File: src/rtl/fano_branch_buffer.sv
// Circular branch store feeding the Fano decoder: captures depunctured branches and serves them
// through a read pointer that moves forward on extend and backward on backtrack.
module fano_branch_buffer #(
    parameter int unsigned D_WIDTH    = 2,
    parameter int unsigned DEPTH_LOG2 = 10
) (
    input  logic                  clk,
    input  logic                  reset,
    input  logic                  i_clr,
    input  logic                  i_vld,
    input  logic [D_WIDTH-1:0]    i_data,
    input  logic                  i_fwd,
    input  logic                  i_back,
    input  logic                  i_release,
    output logic                  o_vld,
    output logic [D_WIDTH-1:0]    o_data,
    output logic [DEPTH_LOG2:0]   o_fill,
    output logic [DEPTH_LOG2:0]   o_depth,
    output logic                  o_full,
    output logic                  o_ovf,
    output logic                  o_cmd_err
);

    localparam int unsigned          NUM_ENTRIES = 1 << DEPTH_LOG2;
    localparam logic [DEPTH_LOG2:0]  DEPTH_P     = {1'b1, {DEPTH_LOG2{1'b0}}};
    localparam logic [DEPTH_LOG2:0]  ONE_P       = {{DEPTH_LOG2{1'b0}}, 1'b1};

    logic [D_WIDTH-1:0] mem [0:NUM_ENTRIES-1];

    logic [DEPTH_LOG2:0] wr_q, wr_d, rd_q, rd_d, tail_q, tail_d;
    logic [DEPTH_LOG2:0] fill_q, fill_d, depth_q, depth_d;
    logic                vld_q, vld_d, full_q, full_d, ovf_q, ovf_d, err_q, err_d;
    logic [D_WIDTH-1:0]  data_q, data_d;

    logic full, wr_en, fwd_ok, back_raw, back_clash, back_ok, rel_ok, cmd_err;

    always_comb begin
        full       = (wr_q - tail_q) == DEPTH_P;
        wr_en      = i_vld && !full && !i_clr;
        fwd_ok     = i_fwd && !i_back && (rd_q != wr_q);
        back_raw   = i_back && !i_fwd && (rd_q != tail_q);
        rel_ok     = i_release && (tail_q != rd_q);
        // Stepping back onto the entry being released would leave rd behind tail.
        back_clash = back_raw && rel_ok && ((rd_q - tail_q) == ONE_P);
        back_ok    = back_raw && !back_clash;
        cmd_err    = (i_fwd && i_back)
                   || (i_fwd && !i_back && (rd_q == wr_q))
                   || (i_back && !i_fwd && (rd_q == tail_q))
                   || (i_release && (tail_q == rd_q))
                   || back_clash;
    end

    always_comb begin
        wr_d   = wr_q;
        rd_d   = rd_q;
        tail_d = tail_q;
        ovf_d  = ovf_q;
        err_d  = 1'b0;
        data_d = data_q;
        if (i_clr) begin
            wr_d   = '0;
            rd_d   = '0;
            tail_d = '0;
            ovf_d  = 1'b0;
            data_d = '0;
        end else begin
            if (wr_en)   wr_d   = wr_q + ONE_P;
            if (fwd_ok)  rd_d   = rd_q + ONE_P;
            if (back_ok) rd_d   = rd_q - ONE_P;
            if (rel_ok)  tail_d = tail_q + ONE_P;
            if (i_vld && full) ovf_d = 1'b1;
            err_d = cmd_err;
        end
        vld_d   = rd_d != wr_d;
        fill_d  = wr_d - tail_d;
        depth_d = rd_d - tail_d;
        full_d  = fill_d == DEPTH_P;
        if (vld_d) begin
            // A branch written this edge into the slot under rd bypasses the array.
            if (wr_en && (wr_q[DEPTH_LOG2-1:0] == rd_d[DEPTH_LOG2-1:0])) begin
                data_d = i_data;
            end else begin
                data_d = mem[rd_d[DEPTH_LOG2-1:0]];
            end
        end
    end

    always_ff @(posedge clk) begin
        if (wr_en) begin
            mem[wr_q[DEPTH_LOG2-1:0]] <= i_data;
        end
    end

    always_ff @(posedge clk or posedge reset) begin
        if (reset) begin
            wr_q    <= '0;
            rd_q    <= '0;
            tail_q  <= '0;
            fill_q  <= '0;
            depth_q <= '0;
            vld_q   <= 1'b0;
            data_q  <= '0;
            full_q  <= 1'b0;
            ovf_q   <= 1'b0;
            err_q   <= 1'b0;
        end else begin
            wr_q    <= wr_d;
            rd_q    <= rd_d;
            tail_q  <= tail_d;
            fill_q  <= fill_d;
            depth_q <= depth_d;
            vld_q   <= vld_d;
            data_q  <= data_d;
            full_q  <= full_d;
            ovf_q   <= ovf_d;
            err_q   <= err_d;
        end
    end

    assign o_vld     = vld_q;
    assign o_data    = data_q;
    assign o_fill    = fill_q;
    assign o_depth   = depth_q;
    assign o_full    = full_q;
    assign o_ovf     = ovf_q;
    assign o_cmd_err = err_q;

endmodule
File: config.mk
export PLATFORM = sky130hd
export DESIGN_NAME = fano_branch_buffer
export DESIGN_NICKNAME = d
export VERILOG_FILES = /design/src/rtl/fano_branch_buffer.sv
export SDC_FILE = /design/constraint.sdc
export NUM_CORES = 2
export LEC_CHECK = 0
export BUFFER_PORTS_ARGS = -buffer_cell sky130_fd_sc_hd__buf_2
export CAP_MARGIN = 20
export CORE_MARGIN = 1
export CORE_UTILIZATION = 30
export CTS_BUF_LIST = sky130_fd_sc_hd__clkbuf_4 sky130_fd_sc_hd__clkbuf_8
export DETAILED_ROUTE_END_ITERATION = 8
export PLACE_DENSITY_LB_ADDON = 0.2
export SETUP_SLACK_MARGIN = 0.15
export SYNTH_ARGS = -nofsm -noshare
export SYNTH_HDL_FRONTEND = slang
export SYNTH_SLANG_ARGS = --single-unit
File: constraint.sdc
create_clock -name clk -period 5.6 [get_ports clk]
set_input_delay 0.28 -clock clk [delete_from_list [all_inputs] [get_ports clk]]
set_output_delay 0.28 -clock clk [all_outputs]
set_load 0.005 [all_outputs]
==> Word-level counts from Yosys, hierarchy flattened <==
Memory sizes are Yosys's and may differ from the RTL's.
Index checks and enable logic that the tools add are counted.
{ "word_totals": {"regBits": 61, "ramBits": 2048, "output_inout_bits": 28, "word_cells": 72, "memories": 1} }
{ "memory_table": {"columns": ["memory", "depth", "width", "read_ports", "rd_ports_with_merged_regs", "wr", "line_no", "text"], "rows": [
  ["mem", 1024, 2, 1, 0, 1, "28", "logic [D_WIDTH-1:0] mem [0:NUM_ENTRIES-1];"]
]} }
{ "classes": {"addsub": 8, "eq_ne": 11, "muxes": 15, "n_reduce_logical": 27} }
{ "op_table": {"columns": ["op", "count"], "rows": [
  ["$mux W11", 7],
  ["$ne A11 B11 Y1", 4],
  ["$sub A11 B11 Y11", 4],
  ["$add A11 B1 Y11 const B", 3],
  ["$eq A11 B11 Y1", 3],
  ["$eq A11 B11 Y1 const B", 2],
  ["$logic_and A1 B1 Y1", 16],
  ["$eq A11 B1 Y1 const B", 1],
  ["$sub A11 B1 Y11 const B", 1],
  ["$eq A10 B10 Y1", 1],
  ["$mux W2", 3],
  ["$logic_not A1 Y1", 5],
  ["$mux W1", 5],
  ["$logic_or A1 B1 Y1", 4],
  ["$reduce_bool A2 Y1", 2]
]} }

==> Longest topological paths before layout <==
{ "depth": {"word_depth": 13, "ltp_mapped": 29, "depth_no_buf": 27} }

==> Worst setup path after synthesis <==
OpenSTA, ideal clock, no wires.
{ "synth_timing": {"path_type": "register to register", "start": "register rd_q[0]", "end": "register depth_q[10], in the netlist o_depth[10]", "arrival_time_ns": 5.792, "required_ns": 5.520, "slack_ns": -0.272, "stages_incl_launch_ff": 29, "path_buffers": 3, "period_less_slack_ns": 5.872, "path_cell_list": "dfrtp_1 > inv_1 > ha_1 > inv_1 > fa_1 > or2_1 > a2111oi_2 > o2111ai_1 > a2111oi_4 > nand2_1 > mux2i_1 > or2_1 > inv_2 > clkbuf_1 > buf_2 > buf_1 > ha_1 > inv_1 > fa_1 > a21o_1 > a21oi_1 > o21bai_1 > a21oi_1 > o21bai_1 > a21oi_1 > o21bai_1 > a21oi_1 > xnor2_1 > xnor2_1"} }
{ "synth_via": {"elab_chain_len": 9, "elab_cells_between_ends": 20, "classes_between": "add/sub: 4; eq/ne: 4; mux: 5; reduce/logical: 7"} }
{ "synth_rtl": {"columns": ["item", "line_no", "text"], "rows": [
  ["start: declaration", "30", "logic [DEPTH_LOG2:0] wr_q, wr_d, rd_q, rd_d, tail_q, tail_d;"],
  ["start signal: assignment", "108", "rd_q <= rd_d;"],
  ["branches (longest 8 deep; another with $sub A11 B11 Y11)", null, null],
  ["$sub A11 B11 Y11 *", "76", "depth_d = rd_d - tail_d;"],
  ["net depth_d[10]", "31", "logic [DEPTH_LOG2:0] fill_q, fill_d, depth_q, depth_d;"],
  ["end signal: assignment", "111", "depth_q <= depth_d;"],
  ["end: declaration", "31", null]
]} }
Mark *: on every way through the listed nets, which the timed path passes.
A chain may end at the register's enable or synchronous reset.

==> Worst setup path after layout <==
{ "layout_timing": {"start": "register tail_q[0]", "end": "register data_q[1], in the netlist o_data[1]"} }
{ "layout_via": {"elab_chain_len": 12, "elab_cells_between_ends": 26, "classes_between": "add/sub: 2; eq/ne: 6; mux: 6; reduce/logical: 11; memory: 1"} }
{ "layout_rtl": {"columns": ["item", "line_no", "text"], "rows": [
  ["start: declaration", "30", null],
  ["start signal: assignment", "109", "tail_q <= tail_d;"],
  ["branches (longest 12 deep; another with $sub A11 B11 Y11)", null, null],
  ["end signal: assignment", "113", "data_q <= data_d;"],
  ["end: declaration", "33", "logic [D_WIDTH-1:0] data_q, data_d;"]
]} }
Several ways; the timed one is not identified.

==> qor.csv <==
stage,metric,value,unit
sta,period_share,105.0,%
power,comb_power_share,46.5,%
clock_tree,cts_tree,yes,
yosys,synth_top_area_cell,edfxtp_1,
clock_tree,cts_max_level,5,
global_routing,grt.overflow.total,0,
sta,maxSlewViolCount,0,
placement,dp_hpwl,218.5,mm
final_layout,fin_area,108400,um2
yosys,synth_edf_count,2048,
global_routing,grt_usage,22.51,%
power,seq_power_share,30.0,%
sta,skew,124.6,ps
routing,post-route-drc-count,32,
setup_path,path_class,reg -> reg,
yosys,syn_avg_cell_area,12.83,um2
setup_path,cp.required,6540,ps
yosys,yosysSeqAreaShare,71.13,%
yosys,synth_area_leaders,"edfxtp_1 (69%), nor2_1 (4.9%), nand2_1 (4.3%), mux2i_1 (2.4%), dfrtp_1 (1.7%)",
yosys,synth-seq-cells,2109,
setup_path,critical_path_arrival,6820,ps
worst_hold_path,min_path_type,in -> reg,
sta,hold_viol,0,
die,die_h,545.5,um
sta,fin_crit,5881,ps
setup_path,cp-end-kind,register,
clock_tree,clock_latency,1050,ps
placement,globalplace.congestion,0.8845,
routing,dr.pass1.iters,8,
setup_path,path_max_fanout,18,
yosys,synth_most_common_cell,edfxtp_1,
sta,max_slew_margin,16.40,%
yosys,postSynth.asyncResetShare,2.892,%
routing,num_vias,64070,
sta,layout_setup_ws,-281.2,ps
global_routing,grt_max_degree,224,
power,p_per_area,539.3,nW/um2
clock_tree,cts_sinks,2109,
final_layout,nets,7735,
final_layout,area_growth,22.39,%
power,switching_share,39.42,%
routing,vias_per_cell,5.397,
sta,tightest_slew,1254,ps
sta,setup_violations,2,
final_layout,fill_cells,28510,
global_routing,grt_pass1_wl,482.5,mm
sta,grt_setup_unrepaired,yes,
die,rows,199,
power,p_leak,36.04,nW
die,io_pins,37,
setup_path,crit_path_start_kind,register,
status,violations,"DRC, setup timing",
yosys,netlist_area,88600,um2
yosys,synth.distinct_cells,94,
final_layout,layout-drive-gt1-share,21.48,%
run,maxCapViolCount,0,
power,power.switching,23.05,mW
yosys,yosys_warnings,0,
global_routing,antenna_found_initial,26,
global_routing,grt_pass1_vias,63370,
die,die_x,545.5,um
yosys,syn_inst,6907,
die,dieArea,297500,um2
clock_tree,cts_root_buffer,clkbuf_8,
die,coreArea,293800,um2
power,clockPowerShare,23.5,%
clock_tree,cts-buffers-inserted,365,
placement,port_buffers,36,
power,ir_worst_vdd,0.4463,mV
placement,placed_area,99920,um2
routing,wl_per_cell,29.16,um
final_layout,post-route-util,36.91,%
clock_tree,clkTransAtPathRegs,70,ps
routing,drt-initial-drc-count,7587,
yosys,yosysTopAreaCellShare,69.41,%
status,status,finished with violations,
power,p_int,35.43,mW
clock_tree,cts_max_path_buffers,4,
routing,ant_nets,0,
yosys,synth_ff_type,edfxtp_1,
die,initial_core_util,30.16,%
yosys,synthTopCellsByCount,"edfxtp_1 (2,048), nor2_1 (1,153), nand2_1 (1,026), clkbuf_1 (299), nand3_1 (293)",
yosys,synth_fp_nets,6966,
sta,fmax,0.1700,GHz
routing,wirelength,346.2,mm
## flip-flops by register name (all words and copies together), names as in the netlist
name	cells
o_data	2
o_cmd_err	1
o_full	1
tail_q	11
o_fill	11
o_depth	11
rd_q	11
wr_q	11
o_vld	1
o_ovf	1
mem	2048
## critical path, stage by stage (launching register included)
cell and delay [ps]:
dfrtp_1 430, ha_4 180, inv_2 50, fa_2 430
or2_4 270, a2111oi_4 200, o2111ai_2 190, a2111oi_4 340
buf_4 200, nand4_4 90, buf_6 150, and2_4 160
o21ai_4 190, buf_12 200, inv_16 100, buf_16 170
nor2_4 210, buf_12 260, buf_4 240, a221o_1 170
o21ai_0 120, a22oi_1 340, nand4_1 180, buf_4 180
nand4_1 220, nand4_1 190, o31ai_2 240
## placed cells by master (no fill, tap or decap), drive strengths merged, types with 11 or more instances in the layout
cell type | Yosys | routed
edfxtp | 2048 | 2048
nor2 | 1154 | 1154
nand2 | 1027 | 1027
buf | 257 | 940
clkbuf | 299 | 486
nand3 | 294 | 294
mux2i | 213 | 213
a21oi | 172 | 172
o22ai | 159 | 159
clkinv | 1 | 141
o21ai | 111 | 111
a31oi | 74 | 74
a32oi | 72 | 72
and3 | 69 | 69
nand4 | 64 | 64
dfrtp | 61 | 61
xnor2 | 59 | 59
a22oi | 56 | 56
nor4 | 54 | 54
inv | 49 | 54
a221o | 51 | 51
ha | 47 | 47
a211oi | 43 | 43
nor3 | 40 | 40
a221oi | 40 | 40
a2111oi | 35 | 35
o221ai | 33 | 33
xor2 | 29 | 29
a22o | 28 | 28
o211ai | 20 | 20
a311oi | 19 | 19
or4 | 16 | 16
o2111ai | 15 | 15
or2 | 15 | 15
a21o | 14 | 14
o22a | 13 | 13
o21bai | 11 | 11
## final timing paths
check                           from          to  slack (ps)  cells after the start
max in group asynchronous      reset     rd_q[0]        4360                      5
min in group asynchronous      reset  o_depth[1]         600                      5
min                           i_back   o_cmd_err         390                      4
min reg2reg                tail_q[7]   tail_q[7]         680                      3
max reg2reg                tail_q[0]   o_data[1]        -280                     26
max                        tail_q[0]   o_data[1]        -280                     26
## per-stage QoR
stage | power, mW | setup TNS (ps) | hold slack (ps) | cells | setup slack [ps]
final | 58.48 | -374.3 | 387.6 | 11870 | -281.2
after global routing | 60.37 | -780.1 | 337.3 | 11870 | -488.6
after CTS | 57.84 | -421.7 | 290.0 | 11850 | -296.1
after detailed placement | 43.14 | -2059 | 498.1 | 11170 | -1051
after global placement | 43.25 | -1927 | 479.9 | 11170 | -1066
after floorplan | 28.93 | 0 | 378.9 | 6907 | 102.2
## power groups by stage
| stage | registers, mW | clock network [mW] | logic (mW) |
|---|---|---|---|
| finish | 17.5 | 13.7 | 27.2 |
| global route | 17.5 | 14.6 | 28.3 |
| CTS | 17.5 | 14.0 | 26.3 |
| detailed placement | 17.9 | 0 | 25.3 |
| global placement | 17.9 | 0 | 25.4 |
| floorplan | 17.9 | 0 | 11.1 |
## kinds of logic (layout without fill, tap and decap cells)
kind of cell | count (synthesis) | count (layout) | share of synthesized area [%]
AO/OA/AOI/OAI | 1045 | 1045 | 8.470
XOR/XNOR | 88 | 88 | 0.8699
adder cells (fa/ha/maj) | 50 | 50 | 0.7315
other | 0 | 6 | 0
AND/OR/NAND/NOR | 2784 | 2784 | 13.13
buffers and inverters | 606 | 1645 | 3.079
multiplexers | 225 | 225 | 2.584
flip-flops | 2109 | 2109 | 71.13
## per-layer routing
layer | share of wire (%) | vias up | track usage [%]
li1 | - | 27360 | -
met1 | 42 | 33030 | 31.29
met2 | 46 | 3110 | 35.67
met3 | 8.6 | 567 | 3.894
met4 | 3.2 | 0 | 7.126
met5 | 0 | - | 0
## repair_timing
| action | 4_1_cts | 5_1_grt |
|---|---|---|
| hold buffers | 10 | 0 |
| endpoints found under the hold margin | 262 | 0 |
| setup endpoints to repair | 6 | 7 |
| buffers inserted | 25 | 13 |
| cloned | 3 | 5 |
| resized for setup | 122 | 79 |
| pin swaps | 41 | 51 |
## area by class of cell
type / count / area [um2] / share of cell area (%)
clock inverter: 156 / 874.6 / 0.8065
inverter: 50 / 224.0 / 0.2065
sequential: 2109 / 63030 / 58.12
clock buffer: 481 / 5957 / 5.493
tap: 3919 / 4903 / 4.522
timing repair inverter: 1 / 8.758 / 0.008077
timing repair buffer: 957 / 9483 / 8.745
multi-input combinational: 4192 / 23950 / 22.09
antenna: 6 / 15.01 / 0.01385
Power figures use the tool's default switching activity.
